===== src/rtl/fetch_stage_pkg.sv =====
// Shared constants for the instruction fetch stage and its IF/ID register.
package fetch_stage_pkg;

    // Default address / instruction width.
    localparam int XLEN_DEF = 32;

    // Opcode field presented to the control unit.
    localparam int         OPCODE_W = 6;
    localparam logic [5:0] OP_RTYPE = 6'd0;

    // All-zero word doubles as the NOP / reset contents of IF/ID.
    localparam logic [31:0] NOP_INST = 32'h0;

    // Fetch FSM encoding.
    // REQ  : fetching from imem at pc.
    // HOLD : one fetched word parked in the buffer while downstream stalls.
    localparam logic [0:0] ST_REQ  = 1'b0;
    localparam logic [0:0] ST_HOLD = 1'b1;

endpackage


===== src/rtl/fetch_stage_ifid.sv =====
// IF/ID pipeline register: load a new entry, hold the current one, or flush it.
// With none of load/hold/flush asserted the entry turns into a bubble.
module fetch_stage_ifid
    import fetch_stage_pkg::*;
#(
    parameter int XLEN = XLEN_DEF
) (
    input  logic            clk,
    input  logic            rst,
    input  logic            load,
    input  logic            hold,
    input  logic            flush,
    input  logic [XLEN-1:0] d_inst,
    input  logic [XLEN-1:0] d_pc4,
    output logic            valid,
    output logic [XLEN-1:0] inst,
    output logic [XLEN-1:0] pc4
);

    logic            valid_q, valid_d;
    logic [XLEN-1:0] inst_q,  inst_d;
    logic [XLEN-1:0] pc4_q,   pc4_d;

    // Next entry: flush wins, then hold, then load; otherwise insert a bubble.
    always_comb begin
        valid_d = valid_q;
        inst_d  = inst_q;
        pc4_d   = pc4_q;
        if (flush) begin
            valid_d = 1'b0;
        end else if (hold) begin
            valid_d = valid_q;
        end else if (load) begin
            valid_d = 1'b1;
            inst_d  = d_inst;
            pc4_d   = d_pc4;
        end else begin
            valid_d = 1'b0;
        end
    end

    // Register the entry; reset clears it immediately.
    always_ff @(posedge clk or posedge rst) begin
        if (rst) begin
            valid_q <= 1'b0;
            inst_q  <= XLEN'(NOP_INST);
            pc4_q   <= '0;
        end else begin
            valid_q <= valid_d;
            inst_q  <= inst_d;
            pc4_q   <= pc4_d;
        end
    end

    assign valid = valid_q;
    assign inst  = inst_q;
    assign pc4   = pc4_q;

endmodule


===== src/rtl/fetch_stage.sv =====
// Instruction fetch stage: PC, fetch FSM, stall hold buffer and imem handshake,
// feeding the IF/ID register and the opcode field of the control unit.
module fetch_stage
    import fetch_stage_pkg::*;
#(
    parameter int              XLEN     = XLEN_DEF,
    parameter logic [XLEN-1:0] RESET_PC = '0
) (
    input  logic                clk,
    input  logic                rst,
    output logic                imem_req,
    output logic [XLEN-1:0]     imem_addr,
    input  logic                imem_ready,
    input  logic [XLEN-1:0]     imem_rdata,
    input  logic                stall,
    input  logic                branch_taken,
    input  logic [XLEN-1:0]     branch_target,
    output logic                ifid_valid,
    output logic [XLEN-1:0]     ifid_inst,
    output logic [XLEN-1:0]     ifid_pc4,
    output logic [OPCODE_W-1:0] opcode
);

    // Clears the two low address bits so every fetch is word aligned.
    localparam logic [XLEN-1:0] WORD_MASK = {{(XLEN-2){1'b1}}, 2'b00};

    logic [0:0]      state_q,    state_d;
    logic [XLEN-1:0] pc_q,       pc_d;
    logic [XLEN-1:0] buf_inst_q, buf_inst_d;
    logic [XLEN-1:0] buf_pc4_q,  buf_pc4_d;

    logic            ld, hd, fl;
    logic [XLEN-1:0] ld_inst, ld_pc4;
    logic [XLEN-1:0] pc_plus4;

    // Wraps modulo 2^XLEN by construction of the width.
    assign pc_plus4 = pc_q + XLEN'(4);

    // Next-state, PC and IF/ID control. A branch overrides stall and any
    // imem response in the same cycle.
    always_comb begin
        state_d    = state_q;
        pc_d       = pc_q;
        buf_inst_d = buf_inst_q;
        buf_pc4_d  = buf_pc4_q;
        ld         = 1'b0;
        hd         = 1'b0;
        fl         = 1'b0;
        ld_inst    = imem_rdata;
        ld_pc4     = pc_plus4;

        if (branch_taken) begin
            pc_d       = branch_target & WORD_MASK;
            fl         = 1'b1;
            buf_inst_d = '0;
            buf_pc4_d  = '0;
            state_d    = ST_REQ;
        end else begin
            case (state_q)
                ST_REQ: begin
                    if (imem_ready) begin
                        pc_d = pc_plus4;
                        if (stall) begin
                            // Downstream is busy: park the word and stop fetching.
                            buf_inst_d = imem_rdata;
                            buf_pc4_d  = pc_plus4;
                            hd         = 1'b1;
                            state_d    = ST_HOLD;
                        end else begin
                            ld = 1'b1;
                        end
                    end else begin
                        // No data: bubble unless downstream wants IF/ID frozen.
                        hd = stall;
                    end
                end
                ST_HOLD: begin
                    // imem_ready is not looked at here: no request is outstanding.
                    if (stall) begin
                        hd = 1'b1;
                    end else begin
                        ld      = 1'b1;
                        ld_inst = buf_inst_q;
                        ld_pc4  = buf_pc4_q;
                        state_d = ST_REQ;
                    end
                end
                default: begin
                    state_d = ST_REQ;
                end
            endcase
        end
    end

    // PC, FSM and hold buffer.
    always_ff @(posedge clk or posedge rst) begin
        if (rst) begin
            state_q    <= ST_REQ;
            pc_q       <= RESET_PC;
            buf_inst_q <= '0;
            buf_pc4_q  <= '0;
        end else begin
            state_q    <= state_d;
            pc_q       <= pc_d;
            buf_inst_q <= buf_inst_d;
            buf_pc4_q  <= buf_pc4_d;
        end
    end

    fetch_stage_ifid #(
        .XLEN (XLEN)
    ) u_ifid (
        .clk    (clk),
        .rst    (rst),
        .load   (ld),
        .hold   (hd),
        .flush  (fl),
        .d_inst (ld_inst),
        .d_pc4  (ld_pc4),
        .valid  (ifid_valid),
        .inst   (ifid_inst),
        .pc4    (ifid_pc4)
    );

    assign imem_req  = (state_q == ST_REQ);
    assign imem_addr = pc_q;
    assign opcode    = ifid_valid ? ifid_inst[XLEN-1 -: OPCODE_W] : OP_RTYPE;

endmodule


===== config.mk =====
export PLATFORM = sky130hd
export DESIGN_NAME = fetch_stage
export DESIGN_NICKNAME = d
export VERILOG_FILES = /design/src/rtl/fetch_stage_pkg.sv /design/src/rtl/fetch_stage_ifid.sv /design/src/rtl/fetch_stage.sv
export SDC_FILE = /design/constraint.sdc
export NUM_CORES = 1
export LEC_CHECK = 0
export BUFFER_PORTS_ARGS = -buffer_cell sky130_fd_sc_hd__clkbuf_2
export CAP_MARGIN = 40
export CORE_ASPECT_RATIO = 1.5
export CORE_MARGIN = 2
export CORE_UTILIZATION = 35
export CTS_CLUSTER_DIAMETER = 60
export CTS_CLUSTER_SIZE = 10
export DETAILED_ROUTE_END_ITERATION = 6
export GPL_ROUTABILITY_DRIVEN = 0
export PLACE_DENSITY = 0.63
export SLEW_MARGIN = 40
export SYNTH_ARGS = -nofsm -noshare
export SYNTH_HDL_FRONTEND = slang
export SYNTH_HIERARCHICAL = 1
export SYNTH_SLANG_ARGS = --single-unit

===== constraint.sdc =====
create_clock -name clk -period 5.3 [get_ports clk]
set_clock_uncertainty 0.2 [all_clocks]
set_input_delay 0.53 -clock clk [delete_from_list [all_inputs] [get_ports clk]]
set_output_delay 0.53 -clock clk [all_outputs]
set_load 0.005 [all_outputs]

==> results.md, run 1 <==
Run status:
- The flow ran to the end, but the final reports show violations.
- The final reports fail on negative hold slack.

Floorplan:
- After floorplanning, the core was divided into 70 placement rows.
- The overall die width is 132.2 µm.
- The placeable core region is 24,350 µm².
- The floorplan die height is 196.3 µm.
- The initial standard-cell utilization of the core is 35.45%.
- The total I/O pin count is 173.
- The full die area is 25,960 µm².

Clocking:
- The number of clock sinks is 160.
- The total of hold buffers inserted after clock tree synthesis is 0.
- The number of instances resized during post-cts repair is 0.
- TritonCTS built the clock tree.
- Clock latency on the worst-skew pair, taken at its later pin, is 0.43 ns.
- CTS built an H-tree with a depth of 4.
- The post-CTS setup repair buffer count is 0.
- The clock transition at the registers of the reported paths is 0.06 ns.
- Clock tree synthesis selected as its root buffer the cell clkbuf_16.
- The maximum root-to-sink buffer count is 2.
- Counting the buffers created by CTS gives 17.

Logic synthesis:
- By count the netlist is led by nand2_1, dfrtp_1, nor2_1.
- A synthesized cell averages 9.453 µm².
- The number of standard cells after synthesis is 913.
- The count of flip-flops with a built-in enable after synthesis is 0.
- The async set or reset register ratio after synthesis is 100.0%.
- By instance count, the leading cell after synthesis is nand2_1.
- The number of warnings issued by yosys is 6.
- Synthesis instantiated 59 different standard cells from the library.
- The share of synthesized area in the top cell type comes to 46.39%.
- In this run, synthesis produced a sequential element count of 160.
- The synthesized design spends more area on one cell type than any other, namely dfrtp_1.
- After synthesis the cells add up to 8631 µm².
- The share of the Yosys chip area taken by registers is 46.39%.
- Among all flip-flop cells after synthesis, the most frequent one is dfrtp_1.
- Ranked by total cell area, the synthesized netlist is headed by dfrtp_1, mux2_4, nand2_1, a21oi_1, nor2_1.

Layout:
- Cells with a size suffix above 1 make up 28.11% of the layout.
- The count of cells in the finished layout, fillers not included, comes to 1,370.
- The area growth from synthesis to final layout is 17.92%.
- The antenna diode count is 0.
- The net total in the final layout is 1,103.

STA:
- Setup repair after global routing left no endpoint under its margin.
- For the pin with the worst max-slew slack, the measured transition is 0.8220 ns.
- Measured against its own limit, the worst slew margin works out to 44.78%.
- Summed over all failing endpoints, the final setup total negative slack is 0 ns.
- In the finished design, the share of the clock period the worst path needs comes to 59.47%.
- The final number of max-transition violations came to 0.
- The number of hold-slack violations in the final timing report is 1.
- Subtracting the final worst setup slack from the clock period gives 3.152 ns.
- The setup-violating endpoint count in the final report is 0.
- Hold timing on the final database bottoms out at a slack of -0.003364 ns.
- Timing would allow up to 317.3 MHz.

Pwr:
- The worst-case IR drop observed on VDD is 237.3 µV.
- Power spread over the standard cell area amounts to 337.2 nW/µm².
- The cell leakage power is 0.004664 µW.

Route:
- Across all layers, the routed design uses 7,174 vias.
- The number of routed nets with antenna violations is 0.
- In the routed layout, each cell is associated on average with a via count of 5.236.
- The detailed router finished its first iteration with 420 violations.
- For this block, the routed nets add up to 24.77 mm of wire.
- After detailed routing, the number of remaining DRC violations is 0.
- The number of optimization iterations in the first detailed-route pass is 5.
- Dividing the detail-routed wire length by the instance count gives 18.08 µm.

Critical path:
- STA classifies the critical path endpoint as a register.
- The critical setup path kind is reg -> reg.
- STA classifies the critical path startpoint as a register.
- Data on the critical path is required at its endpoint by 5.47 ns.
- The arrival time at the worst endpoint is 3.32 ns.
- The peak fanout along the critical path is 10.

Place:
- Once placement completed, the tool counted placed cells totaling 1,337.
- Detailed placement finished with a half-perimeter wire length of 16.78 mm.
- The number of input and output port buffers inserted is 168.

Global routing:
- Entering global routing, the biggest net connects 62 pins.
- The total grt overflow is 0.
- The global-route usage over all layers is 19.18%.
- The number of antenna violations at the first check in global routing is 0.
- The via count of the first global-routing pass is 6,962.
- The first global-routing pass estimated 38.94 mm of wire.

Run:
- Max-cap violations in this run came to 0.

Worst hold path:
- The path category of the worst min-delay check is in -> async.
[power breakdown]
part	internal (µW)	switching, µW	total (µW)
combinational	367	303	669
sequential	1400	166	1570
clock	694	500	1190
[critical path, cell delays in order (launching register included)]
cell and delay (ns):
dfrtp_1 0.49, ha_1 0.34, nand4_2 0.33, or4_1 0.81, or4_1 0.53, a31oi_1 0.22
mux2_2 0.18
[sequential cells by signal, summed over array words and instances (netlist names)]
signal        cells
buf_inst_q       32
buf_pc4_q        32
imem_addr        30
state_q           1
u_ifid/inst      32
u_ifid/pc4       32
u_ifid/valid      1
[path summary, 6_finish.rpt]
kind	endpoint	slack [ns]	depth (start not counted)	startpoint
setup reg to reg	u_ifid/pc4[22]	2.15	6	imem_addr[2]
setup / recovery	u_ifid/pc4[22]	2.15	6	imem_addr[2]
max in group asynchronous	u_ifid/pc4[27]	3.86	3	rst
min in group clk	imem_addr[19]	0.10	3	branch_target[19]
hold / removal	buf_inst_q[6]	-0.003	2	rst
hold reg to reg	buf_pc4_q[1]	0.28	1	buf_pc4_q[1]
[logic make-up (layout without fill, tap and decap cells)]
logic type,after synthesis,count (layout),share of synthesized area (%)
AOI/OAI and AO/OA,156,156,11.45
xor gates and xnor gates,24,24,2.435
adders and majority gates,1,1,0.1449
buffers and inverters,85,217,5.306
DFF,160,160,46.39
muxes,66,66,11.19
other,1,2,0.04345
and+or+nand+nor,420,420,23.04
[stage by stage]
step | instance area (µm²) | hold WS, ns | total power [µW] | utilization, % | setup slack (ns)
after floorplan | 8635 | 0.2442 | 1951 | - | 2.093
after global placement | 9533 | 0.2617 | 2248 | 39.15 | 2.226
after detailed placement | 9580 | 0.2636 | 2266 | 39.35 | 2.237
after CTS | 10150 | 0.03558 | 3475 | 41.69 | 2.215
after global routing | 10180 | 0.03988 | 3601 | 41.80 | 2.065
final | 10180 | -0.003364 | 3432 | 41.80 | 2.148
[layout by cell type, fill, tap and decap left out, types with 5 or more instances in the layout]
| cell type | count |
|---|---|
| a211o_1 | 7 |
| and2_1 | 11 |
| buf_4 | 11 |
| a21oi_1 | 54 |
| or3_1 | 12 |
| a31oi_1 | 19 |
| nor4b_1 | 6 |
| nand2_1 | 222 |
| nand4_1 | 18 |
| or4_1 | 19 |
| nor3_1 | 8 |
| o211ai_1 | 10 |
| xor2_1 | 8 |
| o311ai_0 | 6 |
| clkbuf_16 | 17 |
| nand3_1 | 17 |
| nor2b_1 | 5 |
| nor2_1 | 63 |
| clkbuf_2 | 167 |
| o21ai_0 | 27 |
| nor4_1 | 13 |
| mux2_4 | 60 |
| xnor2_1 | 16 |
| o31ai_1 | 11 |
| dfrtp_1 | 160 |
| a211oi_1 | 7 |
[routing by layer]
layer	wire length [µm]	global-route usage, %	up-vias
met1	10750	23.64	3484
met4	687	7.965	0
li1	-	-	3448
met3	1011	3.230	32
met2	12320	33.22	210
met5	0	0	-
[cell type report]
cell class	count	area [µm²]
Multi-Input combinational cell	669	4200
Clock inverter	9	81.33
Timing Repair Buffer	181	978.4
Tap cell	324	405.4
Fill cell	2463	14170
Clock buffer	23	488.0
Sequential cell	160	4004
Inverter	4	20.02
Power figures use the tool's default switching activity.
==> inputs of run 2 (changes only) <==
Settings changed: PLACE_DENSITY 0.63 to 0.65.
Clock period 5.3 ns to 2.7 ns, I/O delays scaled along.
==> results.md, run 2 (synthesis gave the netlist of run 1 again) <==
Critical path:
- The required arrival time at the worst endpoint was 2.87 ns (-2.60 ns).
- The startpoint class of the critical path is a register.
- The cell family contributing the most delay on the critical path is simple AND/OR/NAND/NOR gates.
- The arrival time at the worst endpoint is 2.73 ns (-0.59 ns).
- The worst path buffer plus inverter count is 1 (+1).
- The critical path goes through nand4_4, or4_4, buf_4, or3_1, a31oi_1, mux2_2.
- The slowest stage of the critical path belongs to the cell or4_4.
- The critical setup path kind is reg -> reg.
- The peak fanout along the critical path is 13 (+3).
- The largest stage delay on the critical path is 0.64 ns (-0.17 ns).
- STA classifies the critical path endpoint as a register.

Pwr:
- The maximum vdd ir drop is 452.0 µV (+90%).
- The power density relative to cell area was 661.7 nW/µm² (+96%).
- The power after layout is 7458 µW (+120%).
- The cell leakage power is 0.005198 µW (+11%).

Route:
- The number of optimization iterations in the first detailed-route pass is 5 (unchanged).
- The detailed router's first-iteration violation count was 622 (+48%).
- The number of remaining DRC errors is 0 (unchanged).
- The total length of routed wires is 26.18 mm (+5.7%).
- The total number of vias is 7,704 (+7.4%).
- The ratio of routed vias to standard cells is 5.212 (-0.46%).
- The number of routed nets with antenna violations is 0 (unchanged).
- The routed length per instance is 17.71 µm (-2.1%).

Layout:
- The library cells used most frequently in the layout, excluding fill and tap cells, are nand2_1, clkbuf_2, dfrtp_1.
- From synthesis to final layout, the design area changed by 30.59%.
- The final standard cell count with taps included and fillers excluded is 1,478 (+7.9%).
- The most common cell after layout, fill and taps aside is nand2_1.
- The final design instance area without fill is 11,270 µm² (+11%).
- The proportion of layout cells with a drive suffix above 1 is 29.23% (+1.1 points).
- The net total in the final layout was 1,210 (+9.7%).

STA:
- Setup repair after global routing left no endpoint under its margin.
- The setup-violating endpoint count in the final report is 0 (unchanged).
- The number of hold-slack violations in the final timing report came to 0 (-1).
- The final number of max-transition violations is 0 (unchanged).
- The relative slew slack is 47.13% (+2.4 points).
- The clock period minus worst slack was 2.556 ns (-0.5962 ns).
- The post-route setup TNS was 0 ns (unchanged).
- The final period utilization was 94.66% (+35 points).
- The top achievable clock speed was 391.3 MHz (+23%).
- The slew of the pin with the lowest slew margin came to 0.7857 ns (-0.03622 ns).

Clocking:
- TritonCTS built the clock tree.
- The count of H-tree levels built during CTS is 4 (unchanged).
- The clock transition at the registers of the reported paths is 0.07 ns (about the same).
- The number of clock sinks is 160 (unchanged).
- The maximum root-to-sink buffer count is 2 (unchanged).
- The tree is rooted in a clkbuf_16.
- The clock network latency to the later pin of the worst-skew pair is 0.43 ns (about the same).
- The TritonCTS buffer count is 17 (unchanged).
- The post-CTS setup repair buffer count is 0 (unchanged).

Global routing:
- The first-pass GRT wire length is 41.89 mm (+7.6%).
- The maximum number of pins on one net before global-route repair is 67 (+8.1%).
- The global-route usage over all layers is 20.56% (+1.4 points).
- The number of antenna violations at the first check in global routing is 1 (+1).
- The via count of the first global-routing pass was 7,585 (+8.9%).
- The total grt overflow was 0 (unchanged).

Run status:
- The run finished with clean final reports.

Place:
- The post-placement cell area came to 9925 µm² (+3.6%).
- The placed cell count is 1,382 (+3.4%).
- The total half-perimeter wirelength after legalization and detailed placement was 18.14 mm (+8.1%).
- The number of input and output port buffers inserted is 168 (unchanged).

Floorplan:
- The overall die width came to 132.2 µm (unchanged).
- The total I/O pin count is 173 (unchanged).
- The floorplan die height was 196.3 µm (unchanged).
- The cell row count is 70 (unchanged).
- The full die area is 25,960 µm² (unchanged).
- The initial standard-cell utilization of the core is 35.45% (unchanged).
- The placeable core region is 24,350 µm² (unchanged).

Run:
- The max capacitance violation total came to 0 (unchanged).

Worst hold path:
- The min-delay analysis places its worst path in the category in -> reg.
## run 2: changes by cell type in the layout (fill, tap and decap cells not counted), sizes merged
cell	change
dlygate4sd3	+63
buf	+44
bufinv	+6
clkbuf	-3
clkinv	-2
clkinvlp	-1
diode	+1
## run 2: cell type report
type / instances / area [µm²]
Tap cell: 324 / 405.4
Fill cell: 2333 / 13080
Clock inverter: 12 / 252.7
Timing Repair Buffer: 288 / 1939
Clock buffer: 20 / 456.7
Multi-Input combinational cell: 669 / 4192
Sequential cell: 160 / 4004
Inverter: 4 / 18.77
Antenna cell: 1 / 2.502
## run 2: power breakdown
| group | internal [µW] | leakage [µW] | total (µW) | switching [µW] |
|---|---|---|---|---|
| Combinational | 826 | 0.00283 | 1490 | 663 |
| Clock | 1890 | 0.000341 | 2920 | 1030 |
| Sequential | 2750 | 0.00203 | 3050 | 295 |
| Total | 5470 | 0.00520 | 7460 | 1990 |
## run 2: repair_timing
item | 4_1_cts | 5_1_grt
endpoints found under the hold margin | 137 | 0
endpoints found under the setup margin | 0 | 1
gates resized for setup | 0 | 1
hold buffers | 63 | 0
## run 2: worst register-to-register path, cell delays in order (launching register included)
cell,delay [ns]
dfrtp_1,0.52
nand4_4,0.18
or4_4,0.64
buf_4,0.22
or3_1,0.37
a31oi_1,0.20
mux2_2,0.17
## run 2: final timing paths
kind                               startpoint              to  slack [ns]  depth (start not counted)
min in group asynchronous                 rst  u_ifid/inst[5]        0.29                          3
worst max register to register  imem_addr[10]  u_ifid/pc4[21]        0.14                          6
worst min register to register   buf_pc4_q[8]    buf_pc4_q[8]        0.29                          2
max in group asynchronous                 rst  buf_inst_q[28]        1.29                          4
worst max-delay path            imem_addr[10]  u_ifid/pc4[21]        0.14                          6
worst min-delay path             branch_taken    u_ifid/valid        0.04                          4
## run 2: per-stage QoR
stage          hold slack [ns]  setup slack, ns  util [%]
3_3_place_gp            0.1967           0.1341     40.76
6_report               0.03702           0.1443     46.29
5_1_grt                0.04789          0.03144     46.29
3_5_place_dp            0.2039           0.1280     40.76
4_1_cts               0.009344          0.09682     46.26
2_1_floorplan           0.1364          0.08833         -
## run 2: routing by layer
layer / global-route usage, % / wire length [µm]
met1: 25.37 / 10820
met3: 3.411 / 1303
met2: 35.40 / 13150
met5: 0 / 0
met4: 9.000 / 906
